--- src/rtl/wb_stage.sv ---
// Writeback stage: M/W pipeline register, load-data extraction/merge and
// register-file write port drive, plus a retired-instruction counter.
module wb_stage #(
  parameter logic [31:0] RESET_PC    = 32'h0000_3000,
  parameter logic [31:0] LINK_OFFSET = 32'd8
) (
  input  logic        clk,
  input  logic        reset,
  input  logic        en,
  input  logic        flush,
  input  logic        m_valid,
  input  logic        m_regwrite,
  input  logic [4:0]  m_wa,
  input  logic [1:0]  m_wdsel,
  input  logic [2:0]  m_ldtype,
  input  logic [31:0] m_alu,
  input  logic [31:0] m_mem,
  input  logic [31:0] m_rt_old,
  input  logic [31:0] m_pc,
  output logic [4:0]  WA,
  output logic [31:0] WD,
  output logic        WE,
  output logic [31:0] pc,
  output logic        w_valid,
  output logic [31:0] retired
);

  logic        valid_q, regwrite_q;
  logic [4:0]  wa_q;
  logic [1:0]  wdsel_q;
  logic [2:0]  ldtype_q;
  logic [31:0] alu_q, mem_q, rt_old_q, pc_q;
  logic [31:0] retired_q, retired_d;
  logic [31:0] wd_d;

  // Byte/halfword extraction and lwl/lwr merge with the captured old rt.
  function automatic logic [31:0] load_ext(input logic [2:0]  t,
                                           input logic [1:0]  l,
                                           input logic [31:0] mem,
                                           input logic [31:0] old);
    logic [7:0]  b;
    logic [15:0] h;
    logic [31:0] r;
    b = mem[{l, 3'b000} +: 8];
    h = l[1] ? mem[31:16] : mem[15:0];
    r = mem;
    case (t)
      3'd1: r = {24'h0, b};
      3'd2: r = {{24{b[7]}}, b};
      3'd3: r = {16'h0, h};
      3'd4: r = {{16{h[15]}}, h};
      3'd5: begin
        case (l)
          2'd0:    r = mem;
          2'd1:    r = {old[31:24], mem[31:8]};
          2'd2:    r = {old[31:16], mem[31:16]};
          default: r = {old[31:8],  mem[31:24]};
        endcase
      end
      3'd6: begin
        case (l)
          2'd0:    r = {mem[7:0],  old[23:0]};
          2'd1:    r = {mem[15:0], old[15:0]};
          2'd2:    r = {mem[23:0], old[7:0]};
          default: r = mem;
        endcase
      end
      default: r = mem;
    endcase
    return r;
  endfunction

  // The instruction in W leaves on any advancing or flushing edge.
  always_comb begin
    retired_d = retired_q;
    if (valid_q && (en || flush)) retired_d = retired_q + 32'd1;
  end

  always_ff @(posedge clk or negedge reset) begin
    if (!reset) begin
      valid_q    <= 1'b0;
      regwrite_q <= 1'b0;
      wa_q       <= 5'd0;
      wdsel_q    <= 2'd0;
      ldtype_q   <= 3'd0;
      alu_q      <= 32'd0;
      mem_q      <= 32'd0;
      rt_old_q   <= 32'd0;
      pc_q       <= RESET_PC;
      retired_q  <= 32'd0;
    end else begin
      retired_q <= retired_d;
      if (flush) begin
        valid_q    <= 1'b0;
        regwrite_q <= 1'b0;
      end else if (en) begin
        valid_q    <= m_valid;
        regwrite_q <= m_regwrite;
        wa_q       <= m_wa;
        wdsel_q    <= m_wdsel;
        ldtype_q   <= m_ldtype;
        alu_q      <= m_alu;
        mem_q      <= m_mem;
        rt_old_q   <= m_rt_old;
        pc_q       <= m_pc;
      end
    end
  end

  // W stage: result selection is purely combinational from the W registers.
  always_comb begin
    wd_d = alu_q;
    case (wdsel_q)
      2'd1:    wd_d = load_ext(ldtype_q, alu_q[1:0], mem_q, rt_old_q);
      2'd2:    wd_d = pc_q + LINK_OFFSET;
      default: wd_d = alu_q;
    endcase
  end

  assign WE      = valid_q & regwrite_q & (wa_q != 5'd0);
  assign WA      = wa_q;
  assign WD      = wd_d;
  assign pc      = pc_q;
  assign w_valid = valid_q;
  assign retired = retired_q;

endmodule

--- config.mk ---
export PLATFORM = sky130hd
export DESIGN_NAME = wb_stage
export DESIGN_NICKNAME = d
export VERILOG_FILES = /design/src/rtl/wb_stage.sv
export SDC_FILE = /design/constraint.sdc
export NUM_CORES = 1
export LEC_CHECK = 0
export CORE_ASPECT_RATIO = 1.1
export CORE_MARGIN = 4
export CORE_UTILIZATION = 50
export DETAILED_ROUTE_END_ITERATION = 10
export GPL_ROUTABILITY_DRIVEN = 0
export PLACE_DENSITY = 0.81
export SLEW_MARGIN = 40
export SYNTH_ARGS = -nofsm -noshare
export SYNTH_HDL_FRONTEND = slang
export SYNTH_SLANG_ARGS = --single-unit
--- constraint.sdc ---
create_clock -name clk -period 5.5 [get_ports clk]
set_input_delay 1.65 -clock clk [delete_from_list [all_inputs] [get_ports clk]]
set_output_delay 1.65 -clock clk [all_outputs]
set_load 0.01 [all_outputs]
==> flow_metrics.tcl, run 1 <==
set metrics [dict create \
    outcome "completed" \
    nets 1257 \
    path_clk_slew_ns 0.08 \
    dp_hpwl_um 23160 \
    fin_cells 1370 \
    syn_area_per_cell_um2 11.02 \
    synth_top_area_share_pct 43.59 \
    preCtsSetupSlack_ns 1.088 \
    cp.required_ns 3.85 \
    drc_errors 0 \
    synth-async-reset-ratio_pct 100.0 \
    core_area_mm2 0.01916 \
    hold_ws_ns 0.5028 \
    slew_violations 0 \
    place_inst 1336 \
    dieWidth_um 141.2 \
    end_kind "output port" \
    start_util_pct 50.92 \
    die_h_um 154.5 \
    synth_edf_count 0 \
    ys_seq_area_share_pct 44.13 \
    dr.pass1.iters 5 \
    fin_worst_skew_ns 0.009058 \
    hold_viol 0 \
    synth_area_mm2 0.009759 \
    numCtsBuffers 17 \
    critPathMaxFanout 16 \
    fmax_ghz 0.2016 \
    rsz0062_at_grt "false" \
    yosysTopAreaCell "dfrtp_1" \
    grt_pass1_vias 8447 \
    htreeDepth 4 \
    ys_types 67 \
    fin_crit_sh_pct 90.18 \
    yosysWarnings 0 \
    holdBufCountCts 0 \
    postCtsSetupBuffers 0 \
    slew_headroom_pct 46.86 \
    power_density_mw_per_mm2 325.1 \
    std_cell_rows 53 \
    synth_seq_cells 172 \
    grt_pass1_wl_um 48540 \
    start_kind "flop" \
    hold_path_class "flop to flop" \
    synth_most_common_cell "dfrtp_1" \
    finalSetupViolCount 0 \
    ir_worst_vdd_v 0.0002261 \
    io_pins 247 \
    overflow 0 \
    vias 8396 \
    cts_sinks 172 \
    drv_cap 0 \
    ant_nets 0 \
    cts_resized 0 \
    ys.flop_type "dfrtp_1" \
    netlist_top_cells_area "dfrtp_1, mux2_2, mux2i_1" \
    drive_gt1_share_pct 20.41 \
    drt_iter0_drc 993 \
    synthesis.nets 1034 \
    clock_latency_ns 0.44 \
    track_usage_pct 28.77 \
    wl_per_cell_um 23.02 \
    grt_max_degree 100 \
    critPathArrivalTime_ns 3.31 \
    cts_tree "yes" \
    path_class "flop to output port" \
    setup_tns_ns 0 \
    dieArea_mm2 0.02182 \
    route.detailed.vias_per_inst 6.128 \
    antenna_found_initial 1 \
    p_leak_uw 0.005146 \
    cts-root-buf "clkbuf_16" \
    setup_slack_ns 0.5399 \
    fin_area_mm2 0.01304 \
    syn-instance-count 886 \
    place.port_buffers 246 \
    area_growth_pct 33.58 \
    fin_crit_ns 4.960 \
    wl_um 31540 \
    clockBufferDepth 2 \
    worstMarginPinSlew_ns 0.7971 \
    yosys-top-cells-count "dfrtp_1, mux2_2, nand2_1" \
    placed_cell_area_mm2 0.01240 \
]
## power breakdown
group          switching (uW)  internal, uW
Sequential                241          1430
Clock                     600           613
Combinational             646           708
## through the flow
step           utilization [%]  total power (uW)
2_1_floorplan                -              2355
3_3_place_gp             64.69              2993
3_5_place_dp             64.73              3016
4_1_cts                  67.87              4233
5_1_grt                  68.02              4424
6_report                 68.02              4238
## final cells by class
type	count	area, um^2
clock buffer	17	425.4
sequential	172	4308
clock inverter	15	176.4
fill	1435	6128
tap	247	309.0
timing repair buffer	262	2636
antenna	1	2.502
multi-input combinational	644	5134
inverter	12	45.04
## cell usage in the layout, fill, tap and decap left out, types with 3 or more instances in the layout
cell type and instances:
nor2b_1 13, buf_4 12, o211ai_1 13, nand2_1 62, nor4_2 3, a211o_1 3
a2111oi_2 6, and3_1 11, clkdlybuf4s50_1 245, mux2i_1 46, dfrtp_1 169, and4_1 5
mux2_2 153, nor3b_1 3, a221oi_1 3, inv_6 4, a22oi_1 5, a211oi_1 19
clkbuf_16 17, xnor2_1 37, xor2_1 21, o21a_1 3, a21oi_1 19, nand4_1 18
nand3_1 20, ha_1 4, o21ai_0 35, o221ai_1 25, o21ai_1 5, inv_1 10
nor2_1 42, and2_1 3, a2bb2oi_1 5, clkinv_8 6, o22ai_1 16, nor3_1 5
## final timing paths
| check | slack [ns] | depth (start not counted) | end | start |
|---|---|---|---|---|
| min reg2reg | 0.50 | 1 | retired[26] | retired[26] |
| max reg2reg | 3.63 | 5 | retired[30] | retired[6] |
| max | 0.54 | 6 | WD[31] | alu_q[1] |
| min in group asynchronous | 1.11 | 1 | rt_old_q[16] | reset |
| max in group asynchronous | 3.62 | 2 | pc[12] | reset |
| min | 0.50 | 1 | retired[26] | retired[26] |
## layer usage
layer	GRT usage [%]	up-vias	wire [um]	share of wire [%]
met5	0	-	0	0
met3	9.307	90	3027	9.6
met1	35.67	4097	12010	38
met4	11.77	0	1241	3.9
met2	46.49	463	15260	48
li1	-	3746	-	-
## state kept, by name (all words and copies together), names as in the netlist
register    flops
WA              5
alu_q          32
ldtype_q        3
mem_q          32
pc             32
regwrite_q      1
retired        32
rt_old_q       32
w_valid         1
wdsel_q         2
## cells by family after synthesis
kind of cell             count (synthesis)  share of synthesized area [%]
buffers and inverters                   70                          3.346
flip-flops                             172                          44.13
multiplexers                           201                          22.83
AND/OR/NAND/NOR                        204                          10.88
AO/OA/AOI/OAI                          177                          13.09
XOR/XNOR                                58                          5.205
adder cells (fa/ha/maj)                  4                         0.5128
## critical path, cell delays in order, from the launching register on
cell and delay (ns):
dfrtp_2 0.59, mux4_2 0.63, nand2_1 0.11, nand3b_2 0.32, a211oi_1 0.47, o221ai_1 0.20, clkdlybuf4s50_1 0.56
Power figures use the tool's default switching activity.
==> inputs of run 2 (changes only) <==
--- a/config.mk
+++ b/config.mk
@@ -5,6 +5,7 @@
 export SDC_FILE = /design/constraint.sdc
 export NUM_CORES = 1
 export LEC_CHECK = 0
+export ABC_CLOCK_PERIOD_IN_PS = 4600
 export CORE_ASPECT_RATIO = 1.1
 export CORE_MARGIN = 4
 export CORE_UTILIZATION = 50
==> constraint.sdc (replaced) <==
create_clock -name clk -period 4.6 [get_ports clk]
set_input_delay 1.38 -clock clk [delete_from_list [all_inputs] [get_ports clk]]
set_output_delay 1.38 -clock clk [all_outputs]
set_load 0.01 [all_outputs]
==> flow_metrics.tcl, run 2 (synthesized netlist as in run 1, its figures left out) <==
set metrics [dict create \
    crit_chain "nand4_2 -> or3_4 -> nor2_1 -> xnor2_1 -> o311ai_0 -> clkdlybuf4s50_1" \
    outcome "completed" \
    worstMarginPinSlew_ns 0.6955 \
    setup_tns_ns 0 \
    critPathMaxFanout 4 \
    critPathArrivalTime_ns 3.12 \
    holdBufCountCts 0 \
    finalSetupViolCount 0 \
    numCtsBuffers 17 \
    hold_path_class "flop to flop" \
    rsz0062_at_grt "false" \
    antenna_found_initial 0 \
    start_kind "flop" \
    slew_violations 0 \
    overflow 0 \
    power_density_mw_per_mm2 387.7 \
    drc_errors 0 \
    fin_crit_ns 4.498 \
    grt_pass1_vias 8440 \
    area_growth_pct 35.21 \
    path_class "flop to output port" \
    dr.pass1.iters 6 \
    wl_per_cell_um 22.78 \
    hold_viol 0 \
    die_h_um 154.5 \
    route.detailed.vias_per_inst 6.058 \
    vias 8408 \
    nets 1276 \
    dieArea_mm2 0.02182 \
    most-common-layout-cells "clkdlybuf4s50_1, dfrtp_1, mux2_2, nand2_1, mux2i_1" \
    final_core_util_pct 68.85 \
    cp.required_ns 3.22 \
    cts_tree "yes" \
    end_kind "output port" \
    ir_worst_vdd_v 0.0002818 \
    htreeDepth 4 \
    diodes 0 \
    io_pins 247 \
    dieWidth_um 141.2 \
    slew_headroom_pct 53.04 \
    cts-root-buf "clkbuf_16" \
    wl_um 31620 \
    drv_cap 0 \
    path_clk_slew_ns 0.07 \
    std_cell_rows 53 \
    clockBufferDepth 2 \
    dp_hpwl_um 23580 \
    clock_latency_ns 0.44 \
    final_common_cell "clkdlybuf4s50_1" \
    fmax_ghz 0.2223 \
    place.port_buffers 246 \
    core_area_mm2 0.01916 \
    drt_iter0_drc 761 \
    grt_pass1_wl_um 48510 \
    grt_max_degree 75 \
    critPathMaxStageDelay_ns 0.69 \
    fin_worst_skew_ns 0.006819 \
    p_leak_uw 0.005241 \
    cp_slowest_cell "clkdlybuf4s50_1" \
    cts_sinks 172 \
    start_util_pct 50.92 \
    drive_gt1_share_pct 21.82 \
    track_usage_pct 28.80 \
    ant_nets 0 \
    fin_crit_sh_pct 97.78 \
]
[run 2: changes by cell type in the layout (fill, tap and decap cells not counted), sizes merged]
cell      previous run  this run
buf                 17        35
clkinv              10         5
clkbuf              17        20
bufinv               0         1
clkinvlp             1         2
diode                1         0
inv                 16        17
[run 2: final cells by class]
type	count	area, um^2
Timing Repair Buffer	281	2794
Fill cell	1475	5969
Tap cell	247	309.0
Sequential cell	172	4310
Clock buffer	19	442.9
Inverter	12	45.04
Clock inverter	13	152.6
Multi-Input combinational cell	644	5141
[run 2: metal layers]
metal / up-vias / wire length, um / GRT usage (%)
li1: 3779 / - / -
met1: 4095 / 11940 / 35.62
met2: 436 / 15170 / 46.42
met3: 98 / 3025 / 9.307
met4: 0 / 1481 / 12.28
met5: - / 0 / 0
[run 2: repair_timing]
item,in CTS,in global routing
gates resized for setup,0,4
setup endpoints to repair,0,19
setup buffers,0,5
[run 2: power by group]
| group | switching (uW) | leakage, uW | total [uW] | internal (uW) |
|---|---|---|---|---|
| combinational | 800 | 0.00287 | 1680 | 879 |
| sequential | 271 | 0.00209 | 1980 | 1710 |
| clock | 667 | 0.000287 | 1450 | 788 |
| total | 1740 | 0.00524 | 5120 | 3380 |
[run 2: metrics by stage]
step                area, um^2  worst slack, ns  power (uW)  hold slack (ns)  std cells
floorplan                 9759            1.373        2816           0.4741        886
CTS                      13120          0.05882        5099           0.4887       1382
detailed placement       12530           0.5493        3631           0.4766       1350
global route             13200          0.03077        5344           0.5181       1388
global placement         12530           0.5527        3602           0.4729       1350
finish                   13200           0.1021        5116           0.4858       1388
[run 2: worst paths after layout]
path                        startpoint      endpoint  slack [ns]  cells after the start
max                             pc[13]        WD[26]        0.10                      6
max reg2reg                 retired[5]   retired[26]        2.65                      5
min reg2reg                retired[31]   retired[31]        0.49                      1
max in group asynchronous        reset        pc[12]        2.75                      2
min in group asynchronous        reset  rt_old_q[16]        0.96                      1
min                        retired[31]   retired[31]        0.49                      1
[run 2: worst max-delay path, delay by kind of cell, from the launching register on]
family	cells	cell delay, ns
AND/OR/NAND/NOR	3	0.74
buffers and inverters	1	0.69
AO/OA/AOI/OAI	1	0.60
flip-flops	1	0.57
XOR/XNOR	1	0.08
==> patch: new RTL, config.mk and constraints of run 1 <==
Reset style: synchronous (`reset`), changed in one clocked block.
--- a/src/rtl/wb_stage.sv
+++ b/src/rtl/wb_stage.sv
@@ -77,5 +77,5 @@
   end
 
-  always_ff @(posedge clk or negedge reset) begin
+  always_ff @(posedge clk) begin
     if (!reset) begin
       valid_q    <= 1'b0;
Check against the original RTL: differs if reset is asserted again (counterexample within 4 cycles, from zero or initial values and one cycle with reset low); with reset held inactive, the same outputs for 4 cycles.
==> patch against run 1 <==
Non-clock buffer count decreased by 1; register-to-register slack worse by 0.34 ns; routed wire length grew 2.6%; final area fell by 2.1%; area after synthesis is 1.2% lower; critical endpoint is now WD[5]; sequential cell count is the same; worst setup slack lost 0.15 ns.
Power is not compared: it rests on default switching activity, and its combinational part moved more than twofold at a synthesized area within 25%.
==> patch: results (changes against run 1) <==
* Worst Clk Skew at 0.01131 ns (was 0.009058 ns)
* H-tree Lvls at 4 (unchanged)
* Cell with the largest stage delay on the worst path: buf_4 (was mux4_2)
* Clock power share at 0.398
* Initial DRC count at 908 (was 993)
* Clk root buf: clkbuf_16 (unchanged)
* Fraction of registers with async set/reset at 0 (was 1.000)
* P_int at 2.142 mW
* Commonest cells in the netlist: nand2_1, dfxtp_1, a21boi_0 (was dfrtp_1, mux2_2, nand2_1)
* Dpl ws at 0.9047 ns (was 1.088 ns)
* Hold/Removal Path Class: flip-flop to flip-flop (unchanged)
* CTS Buffer Depth at 2 (unchanged)
* Post-synth top flop: dfxtp_1 (was dfrtp_1)
* Layout cells sized above 1 at 0.05351 (was 0.2041)
* VDD IR-drop max at 237.8 uV
* Syn_nets at 1,391 (was 1,034)
* Combinational share of power at 0.150
* CP max FO at 74 (was 16)
* CTS buffer count at 17 (unchanged)
* Post_cts resized at 0 (unchanged)
* Post-CTS Setup Bufs at 0 (unchanged)
* Final net count at 1,574 (was 1,257)
* Antenna violations before repair at 4 (was 1)
* First-pass GRT wire length at 50,670 um (was 48,540 um)
* Crit path max-delay family: buffers and inverters (was compound AO/OA/AOI/OAI gates)
* DR vias at 9,847 (was 8,396)
* Drt drc at 0 (unchanged)
* Detailed placement HPWL at 23,420 um (was 23,160 um)
* Synth unique cells at 58 (was 67)
* Leak at 4.395 nW
* Average routed wire per standard cell at 19.18 um (was 23.02 um)
* Number of global-route vias before repair at 9,431 (was 8,447)
* Status: finished, final reports clean (unchanged)
* Post-layout minimum cycle time at 5.108 ns (was 4.960 ns)
* # hold bufs at CTS at 0 (unchanged)
* Clock Latency Late Sink at 0.44 ns (about the same)
* Critical Path Max Stage Delay at 0.62 ns
* DR pass1 iterations at 5 (unchanged)
* Reg clk slew, reported paths at 0.07 ns
* Port Buffers at 246 (unchanged)
* Pins Over Slew Limit at 0 (unchanged)
* Sequential share of the synthesized area at 0.3572 (was 0.4413)
* Largest cells by area after synthesis: dfxtp_1, nand2_1, a21boi_0 (was dfrtp_1, mux2_2, mux2i_1)
* GRT Overall Usage at 0.2920 (was 0.2877)
* Slew HR at 0.4503 (was 0.4686)
* Largest net degree at the start of global routing at 139 (was 100)
* Synth Warn # at 0 (unchanged)
[patch: metrics by stage]
| stage | area (sq um) | instances | util | power (mW) |
|---|---|---|---|---|
| final | 12770 | 1687 | 0.6708 | 3.008 |
| after global routing | 12770 | 1687 | 0.6708 | 3.118 |
| after CTS | 12760 | 1686 | 0.6706 | 3.012 |
| after detailed placement | 12180 | 1654 | 0.6399 | 1.826 |
| after global placement | 12150 | 1653 | 0.6386 | 1.817 |
| after floorplan | 9639 | 1243 | - | 1.586 |
[patch: path summary, 6_finish.rpt]
check	from	end	slack [ns]	depth (start not counted)
worst max-delay path	alu_q[1]	WD[5]	0.39	6
worst min-delay path	alu_q[28]	alu_q[28]	0.46	2
worst max register to register	retired[4]	retired[31]	3.29	5
worst min register to register	alu_q[28]	alu_q[28]	0.46	2
[patch: cell families (layout without fill, tap and decap cells)]
group,count (synthesis),count (layout),synth area share
flops,172,172,0.3572
simple gates,521,521,0.2373
buf+inv,118,314,0.04932
other cells,0,1,0
xor+xnor,47,47,0.04270
mux,65,65,0.07438
fa+ha+maj,4,4,0.005192
compound gates,316,316,0.2339
[patch: metal layers]
layer	share of wire	up-vias	GRT usage	routed length [um]
li1	-	4688	-	-
met1	0.39	4559	0.3675	12640
met2	0.46	514	0.4610	14840
met3	0.11	80	0.08896	3488
met4	0.041	6	0.1311	1334
met5	0.0014	-	0	45
[patch: layout make-up]
type                       count  area [sq um]
timing repair buffer         261          2597
clock buffer                  18         439.2
clock inverter                14         145.1
sequential                   172          3446
fill                        1576          6265
tap                          247         309.0
inverter                      21         78.83
antenna                        1         2.502
multi-input combinational    953          5749
